File: config.mk
export PLATFORM = sky130hd
export DESIGN_NAME = regfile_multiport_flat
export DESIGN_NICKNAME = d
export VERILOG_FILES = /design/src/rtl/regfile_multiport_if.sv /design/src/rtl/regfile_multiport.sv /design/src/flat_wrapper.sv
export SDC_FILE = /design/constraint.sdc
export NUM_CORES = 1
export LEC_CHECK = 0
export ABC_CLOCK_PERIOD_IN_PS = 3100
export BUFFER_PORTS_ARGS = -buffer_cell sky130_fd_sc_hd__buf_2
export CORE_MARGIN = 2
export CORE_UTILIZATION = 40
export DETAILED_ROUTE_END_ITERATION = 12
export PLACE_DENSITY = 0.59
export SYNTH_ARGS = -nofsm -noshare
export SYNTH_HDL_FRONTEND = slang
export SYNTH_SLANG_ARGS = --single-unit
File: constraint.sdc
create_clock -name clk -period 3.1 [get_ports clk]
set_input_delay 0.155 -clock clk [delete_from_list [all_inputs] [get_ports clk]]
set_output_delay 0.155 -clock clk [all_outputs]
set_load 0.1 [all_outputs]
File: src/rtl/regfile_multiport_if.sv
// Bus between decode/writeback and the register file: one write port,
// NREAD packed read ports and the clear-complete flag.
interface regfile_if #(
  parameter int unsigned XLEN  = 32,
  parameter int unsigned NREGS = 32,
  parameter int unsigned NREAD = 2
);
  localparam int unsigned AW = $clog2(NREGS);

  logic                  ready;
  logic                  w_enable;
  logic [AW-1:0]         w_address;
  logic [XLEN-1:0]       w_data;
  logic [NREAD-1:0]      r_enable;
  logic [NREAD*AW-1:0]   r_address;
  logic [NREAD*XLEN-1:0] r_out;

  // Pipeline side: issues reads and writes, consumes read data.
  modport master (
    input  ready,
    input  r_out,
    output w_enable,
    output w_address,
    output w_data,
    output r_enable,
    output r_address
  );

  // Register file side.
  modport slave (
    output ready,
    output r_out,
    input  w_enable,
    input  w_address,
    input  w_data,
    input  r_enable,
    input  r_address
  );
endinterface

File: src/rtl/regfile_multiport.sv
// Multi-read-port register file with registered reads and a post-reset clear
// sequencer that zeroes one entry per cycle so the array stays RAM-mappable.
// Optional feature macro: REGFILE_BYPASS_EN selects write-first forwarding of
// same-cycle writes to reads; undefined gives read-first behaviour.
module regfile_multiport #(
  parameter int unsigned XLEN     = 32,
  parameter int unsigned NREGS    = 32,
  parameter int unsigned NREAD    = 2,
  parameter int unsigned ZERO_REG = 1
) (
  input  logic     clk,
  input  logic     rst_n,
  regfile_if.slave bus
);
  localparam int unsigned   AW      = $clog2(NREGS);
  localparam logic [AW-1:0] CntLast = AW'(NREGS - 1);
  localparam bit            ZeroHw  = (ZERO_REG != 0);

  typedef enum logic [0:0] {StClear, StRun} state_e;

  state_e                state_q;
  logic [AW-1:0]         cnt_q;
  logic                  ready_q;
  logic [NREAD*XLEN-1:0] r_out_q;
  logic [NREAD*XLEN-1:0] r_out_d;

  logic [XLEN-1:0]       mem [NREGS];

  logic                  w_accept;
  logic                  mem_we;
  logic [AW-1:0]         mem_waddr;
  logic [XLEN-1:0]       mem_wdata;

  assign bus.ready = ready_q;
  assign bus.r_out = r_out_q;

  // Accepted writes: RUN only, and never into a hardwired zero register.
  always_comb begin
    w_accept = (state_q == StRun) && bus.w_enable &&
               !(ZeroHw && (bus.w_address == '0));
  end

  // Single array write port shared by the clear sequencer and writeback.
  always_comb begin
    mem_we    = 1'b0;
    mem_waddr = bus.w_address;
    mem_wdata = bus.w_data;
    if (rst_n) begin
      if (state_q == StClear) begin
        mem_we    = 1'b1;
        mem_waddr = cnt_q;
        mem_wdata = '0;
      end else if (w_accept) begin
        mem_we = 1'b1;
      end
    end
  end

  // Next read data per port; disabled ports keep their last value.
  always_comb begin
    r_out_d = r_out_q;
    for (int unsigned i = 0; i < NREAD; i++) begin
      if (bus.r_enable[i]) begin
        if (ZeroHw && (bus.r_address[i*AW +: AW] == '0)) begin
          r_out_d[i*XLEN +: XLEN] = '0;
`ifdef REGFILE_BYPASS_EN
        end else if (w_accept && (bus.r_address[i*AW +: AW] == bus.w_address)) begin
          r_out_d[i*XLEN +: XLEN] = bus.w_data;
`endif
        end else begin
          r_out_d[i*XLEN +: XLEN] = mem[bus.r_address[i*AW +: AW]];
        end
      end
    end
  end

  // Array storage, no reset so it can map onto block RAM.
  always_ff @(posedge clk) begin
    if (mem_we) begin
      mem[mem_waddr] <= mem_wdata;
    end
  end

  // Clear/run sequencer with registered ready and read outputs.
  always_ff @(posedge clk) begin
    if (!rst_n) begin
      state_q <= StClear;
      cnt_q   <= '0;
      ready_q <= 1'b0;
      r_out_q <= '0;
    end else begin
      unique case (state_q)
        StClear: begin
          r_out_q <= '0;
          if (cnt_q == CntLast) begin
            state_q <= StRun;
            ready_q <= 1'b1;
          end else begin
            cnt_q <= cnt_q + 1'b1;
          end
        end
        StRun: begin
          r_out_q <= r_out_d;
        end
        default: begin
          state_q <= StClear;
          cnt_q   <= '0;
          ready_q <= 1'b0;
          r_out_q <= '0;
        end
      endcase
    end
  end

endmodule

File: src/flat_wrapper.sv
// flat-port wrapper written by rule: the top's interface ports become plain ports
module regfile_multiport_flat 
#(
  parameter int unsigned XLEN     = 32,
  parameter int unsigned NREGS    = 32,
  parameter int unsigned NREAD    = 2,
  parameter int unsigned ZERO_REG = 1
)
  (clk, rst_n, bus_ready, bus_r_out, bus_w_enable, bus_w_address, bus_w_data, bus_r_enable, bus_r_address);
  regfile_if #(.XLEN(XLEN), .NREGS(NREGS), .NREAD(NREAD)) bus_i ();
  input  logic clk;
  input  logic rst_n;
  output wire logic [$bits(bus_i.ready)-1:0] bus_ready;
  output wire logic [$bits(bus_i.r_out)-1:0] bus_r_out;
  input wire logic [$bits(bus_i.w_enable)-1:0] bus_w_enable;
  input wire logic [$bits(bus_i.w_address)-1:0] bus_w_address;
  input wire logic [$bits(bus_i.w_data)-1:0] bus_w_data;
  input wire logic [$bits(bus_i.r_enable)-1:0] bus_r_enable;
  input wire logic [$bits(bus_i.r_address)-1:0] bus_r_address;
  assign bus_ready = bus_i.ready;
  assign bus_r_out = bus_i.r_out;
  assign bus_i.w_enable = bus_w_enable;
  assign bus_i.w_address = bus_w_address;
  assign bus_i.w_data = bus_w_data;
  assign bus_i.r_enable = bus_r_enable;
  assign bus_i.r_address = bus_r_address;
  regfile_multiport #(.XLEN(XLEN), .NREGS(NREGS), .NREAD(NREAD), .ZERO_REG(ZERO_REG)) u_core (.clk(clk), .rst_n(rst_n), .bus(bus_i));
endmodule
# Yosys cells after proc, flatten, opt, wreduce, memory -nomap -nowiden
# Memory sizes are Yosys's and may differ from the RTL's.
# Cells that the tools add are included.
[word_totals] mem_count=1 ram_bits=1024 reg_bits=71
[op_classes] reduce_logical=8 eq_ne=3 muxes=16 bitwise=2 add_sub_neg=1
[mem_list] memory="u_core.mem" words=32 width=32 rd=2 rd_clocked_by_memory_dff=0 wr=1 line="regfile_multiport.sv:27" rtl="logic [XLEN-1:0] mem [NREGS];"
[ops] operator="2-to-1 mux 32 bit" count=6
[ops] operator="case mux 64 bit (2 select lines)" count=1
[ops] operator="zero test 5 bit" count=3
[ops] operator="2-to-1 mux 5 bit" count=2
[ops] operator="2-to-1 mux 1 bit" count=7
[ops] operator="adder 5 x 1 -> 5 bit, second input constant" count=1
[ops] operator="equality test 5 bit, second input constant" count=1
[ops] operator="inequality test 2 bit, second input constant" count=2
[ops] operator="AND reduction 2 bit" count=2
[ops] operator="logical AND 1 bit" count=2
[ops] operator="NOT 1 bit" count=2
[ops] operator="zero test 1 bit" count=1

# Depth between registers and ports, before layout
[logic_depth] depth_word=8 depth_mapped=9 ltp_nobuf=7

# Worst setup path after synthesis
# No wires, ideal clock.
[synth_path] kind="reg-to-reg" from="register u_core.state_q" to="memory u_core.mem[18][0] (enable)" n_path_buf=1 setup_slack_ns=-0.035 path_stages_with_launch=6 arrival_ns=2.714 required_ns=2.679 synth_period_minus_slack_ns=3.135 path_cell_list="dfxtp_1 > nand2b_1 > buf_1 > mux2i_1 > nand2_1 > nor2_1"
[synth_via] elab_chain_len=7 elab_cells_between_ends=9 classes_between="mux (7); reduce/logical (2)"
[synth_lines] item="start, declared" line="regfile_multiport.sv:21" rtl="state_e state_q;"
[synth_lines] item="start signal, assigned" line="regfile_multiport.sv:87" rtl="state_q <= StClear;"
[synth_lines] item="start signal, assigned" line="regfile_multiport.sv:96" rtl="state_q <= StRun;"
[synth_lines] item="start signal, assigned" line="regfile_multiport.sv:106" rtl="state_q <= StClear;"
[synth_lines] item="logical AND 1 bit (2 in series)" line="regfile_multiport.sv:39" rtl="w_accept = (state_q == StRun) && bus.w_enable &&"
[synth_lines] item="2-to-1 mux 1 bit" line="regfile_multiport.sv:53" rtl="end else if (w_accept) begin"
[synth_lines] item="2-to-1 mux 1 bit" line="regfile_multiport.sv:49" rtl="if (state_q == StClear) begin"
[synth_lines] item="2-to-1 mux 1 bit" line="regfile_multiport.sv:48" rtl="if (rst_n) begin"
[synth_lines] item="2-to-1 mux 1 bit" line="regfile_multiport.sv:79" rtl="if (mem_we) begin"
[synth_lines] item="2-to-1 mux 1 bit (not written as such)" line="regfile_multiport.sv:80" rtl="mem[mem_waddr] <= mem_wdata;"
[synth_lines] item="end, declared" line="regfile_multiport.sv:27"
# Several ways; a longest one is shown, not always the timed one.

# Worst setup path after layout
[layout_path] from="input bus_r_address[3]" to="register u_core.r_out_q[12], in the netlist u_core.bus.r_out[12]"
[layout_via] elab_chain_len=4 elab_cells_between_ends=5 classes_between="mux (3); reduce/logical (1); memory (1)"
[layout_lines] item="start, declared" line="flat_wrapper.sv:19" rtl="input wire logic [$bits(bus_i.r_address)-1:0] bus_r_address;"
[layout_lines] item="memory read (32 x 32 bit) / zero test 5 bit (equally long branches)"
[layout_lines] item="2-to-1 mux 32 bit *" line="regfile_multiport.sv:64" rtl="if (ZeroHw && (bus.r_address[i*AW +: AW] == '0)) begin"
[layout_lines] item="2-to-1 mux 32 bit *" line="regfile_multiport.sv:63" rtl="if (bus.r_enable[i]) begin"
[layout_lines] item="case mux 64 bit (2 select lines) *" line="regfile_multiport.sv:92" rtl="unique case (state_q)"
[layout_lines] item="end signal, assigned" line="regfile_multiport.sv:103" rtl="r_out_q <= r_out_d;"
[layout_lines] item="end, declared" line="regfile_multiport.sv:24" rtl="logic [NREAD*XLEN-1:0] r_out_q;"
# Mark *: on every way between the ends. The rest lies on a longest branch, timed or not. The select of a mux whose other input is x is not followed.
# A chain may end at the register's enable or synchronous reset.

==> impl_metrics.env <==
export IMPL_outcome="complete, no violations"
export IMPL_nets=3043
export IMPL_grt_pass1_vias=30799
export IMPL_area_growth_pct=14.8
export IMPL_power_density_mw_per_mm2=564
export IMPL_synth_top_flop_cell="edfxtp_1"
export IMPL_fin_crit_ns=2.47
export IMPL_numCtsBuffers=112
export IMPL_start_kind="input port"
export IMPL_ys_top_cells_by_count="edfxtp_1 (1024), mux4_2 (384), mux2i_1 (305), nand2_1 (108), mux2_2 (83)"
export IMPL_seqPwrFrac_pct=49.9
export IMPL_cts_sinks=1095
export IMPL_rows=130
export IMPL_synth_compound_area_share_pct=5.31
export IMPL_required_ns=3.66
export IMPL_cts_root_buf="clkbuf_16"
export IMPL_post_cts_repair_setup_buffers=0
export IMPL_p_leak_nw=19.3
export IMPL_p_int_mw=25.4
export IMPL_max_stage_delay_ns=0.70
export IMPL_synth_top_family_by_area="multiplexers"
export IMPL_antenna_found_initial=1
export IMPL_cp_max_fo=28
export IMPL_die_w_um=360
export IMPL_synth_top_area_share_pct=60.8
export IMPL_pre_cts_ws_ns=0.620
export IMPL_synth_xor_area_share_pct=0.0519
export IMPL_drive_gt1_share_pct=32.4
export IMPL_p_comb_share_pct=7.9
export IMPL_multi_input_area_sq_mm=0.0175
export IMPL_synth_edf_count=1024
export IMPL_vias=30737
export IMPL_wl_per_cell_um=35.2
export IMPL_period_share_pct=79.7
export IMPL_crit_type="input port to register"
export IMPL_crit_buf_inv=3
export IMPL_avgSynthCellArea_sq_um=18.1
export IMPL_grt_usage_pct=25.4
export IMPL_fin_util_pct=46.3
export IMPL_synth_top_cell_by_area="edfxtp_1"
export IMPL_n_fill_cell=10622
export IMPL_cts_max_path_buffers=3
export IMPL_dieArea_sq_mm=0.129
export IMPL_worst_pin_slew_ns=1.18
export IMPL_synthCells=2796
export IMPL_synth_nets=2850
export IMPL_grt_pass1_wl_um=236000
export IMPL_ys_types=59
export IMPL_yosysWarnings=0
export IMPL_yosys_area_share_simple_pct=3.54
export IMPL_p_sw_mw=7.38
export IMPL_finalInstanceArea_sq_mm=0.0581
export IMPL_cp_arrival_ns=3.03
export IMPL_clock_latency_ns=0.73
export IMPL_maxSlewViolCount=0
export IMPL_routed_via_density=6.49
export IMPL_remaining_drc_errors=0
export IMPL_fin_skew_ns=0.0397
export IMPL_critPathCaptureType="register"
export IMPL_htreeDepth=3
export IMPL_wl_um=166000
export IMPL_dr_first_iter_drc_count=4181
export IMPL_ir_worst_vdd_mv=0.477
export IMPL_power_total_mw=32.8
export IMPL_seq_area_sq_mm=0.0322
export IMPL_hold_path_class="input port to register"
export IMPL_synth_seq_area_share_pct=63.6
export IMPL_drt_first_pass_iters=5
export IMPL_synthAdderAreaFrac_pct=0.0495
export IMPL_relSlewSlack_pct=21.4
export IMPL_cpLargestDelayFamily="buffers and inverters"
export IMPL_routabilityCongestion=0.878
export IMPL_hold_viol=0
export IMPL_initial_core_util_pct=40.3
export IMPL_timing_final_ws_setup_ns=0.630
export IMPL_cts_tree="built"
export IMPL_fp_dieH_um=360
export IMPL_clk_pin_slew_worst_paths_ns=0.06
export IMPL_rsz0062_at_grt="false"
export IMPL_placed_area_sq_mm=0.0543
export IMPL_final_antenna_net_count=0
export IMPL_io_buffers=116
export IMPL_core_area_sq_mm=0.126
export IMPL_synth_area_leaders="edfxtp_1 (61%), mux4_2 (17%), mux2i_1 (6.0%), dfxtp_1 (2.8%), mux2_2 (1.8%)"
export IMPL_async_reset_ff_share_pct=0
export IMPL_switching_share_pct=22.5
export IMPL_maxCapViolCount=0
export IMPL_clock_power_share_pct=42.2
export IMPL_setup_violations=0
export IMPL_ys_ff_latch=1095
export IMPL_synthMuxAreaShare_pct=25.0
export IMPL_overflow=0
export IMPL_syn_area_sq_mm=0.0506
export IMPL_io_pins=117
export IMPL_dp_hpwl_um=106000
export IMPL_yosysMostFrequentCell="edfxtp_1"
export IMPL_grt_max_degree=88
export IMPL_slowest_stage="or3b_4"
export IMPL_max_freq_ghz=0.405
export IMPL_crit_path_cell_trace="dlygate4sd3_1 -> buf_2 -> or3b_4 -> buf_12 -> o21ai_0 -> nor4b_1 -> a311oi_1"
-- power groups by stage --
stage / clock network, mW / logic (mW) / registers, mW
finish: 13.8 / 2.59 / 16.3
CTS: 14.0 / 2.58 / 16.3
global placement: 0 / 2.53 / 16.6
floorplan: 0 / 1.60 / 16.6
global route: 14.6 / 2.71 / 16.3
detailed placement: 0 / 2.56 / 16.7
-- registers in the layout (all words and copies together), names as in the netlist --
name              flops
u_core.mem         1024
u_core.bus.r_out     64
u_core.cnt_q          5
u_core.bus.ready      1
u_core.state_q        1
-- what timing repair did --
action | 4_1_cts | 5_1_grt
endpoints found under the hold margin | 16 | 0
hold buffers | 4 | 0
resized for setup | 0 | 0
-- per-stage QoR --
stage	hold WS [ns]	std cells	setup TNS [ns]
floorplan	0.470	2796	-14.11
global placement	0.472	4521	0
detailed placement	0.466	4521	0
CTS	0.0456	4734	0
global route	0.100	4734	0
finish	0.0775	4736	0
-- cell families after synthesis --
| group | Yosys count |
|---|---|
| flip-flops | 1095 |
| multiplexers | 772 |
| AO/OA/AOI/OAI | 366 |
| AND/OR/NAND/NOR | 329 |
| buffers and inverters | 229 |
| XOR/XNOR | 3 |
| adder cells (fa/ha/maj) | 2 |
-- worst register-to-register path, cell delays in order, from the launching register on --
cell and delay, ns:
dfxtp_1 0.33, buf_4 0.20, and2_1 0.32, o311a_2 1.04
a21oi_1 0.16, a311oi_1 0.29
-- layout make-up --
class	count	share of cell area, %
Clock inverter	71	1.36
Timing Repair Buffer	304	4.52
Clock buffer	138	5.08
Multi-Input combinational cell	1472	30.1
Antenna cell	2	0.00862
Inverter	4	0.0259
Sequential cell	1095	55.4
Tap cell	1650	3.55
-- routing by layer --
layer | GRT usage [%] | wire (um)
met5 | 0 | 0
met4 | 9.19 | 5970
met3 | 4.35 | 16100
met2 | 40.3 | 77900
met1 | 35.5 | 66500
-- final timing paths --
path	start	end	slack, ns	cells after the start
hold / removal	bus_r_address[4]	u_core.bus.r_out[29]$_SDFFE_PN0P_	0.08	4
setup / recovery	bus_r_address[3]	u_core.bus.r_out[12]$_SDFFE_PN0P_	0.63	7
setup reg to reg	u_core.state_q$_SDFF_PN0_	u_core.bus.r_out[3]$_SDFFE_PN0P_	0.66	5
hold reg to reg	u_core.bus.ready$_SDFFE_PN0P_	u_core.bus.ready$_SDFFE_PN0P_	0.47	1
-- cells in the final DEF (no fill, tap or decap), types with 51 or more instances in the layout --
cell type,Yosys,layout
edfxtp_1,1024,1024
mux4_2,384,384
mux2i_1,305,305
buf_4,39,140
clkbuf_16,0,112
buf_2,68,109
nand2_1,108,107
mux2_2,83,83
dfxtp_1,71,71
a22oi_1,66,66
o221ai_1,62,62
a21oi_1,51,51
Note: power is estimated with default switching activity, not from simulation.
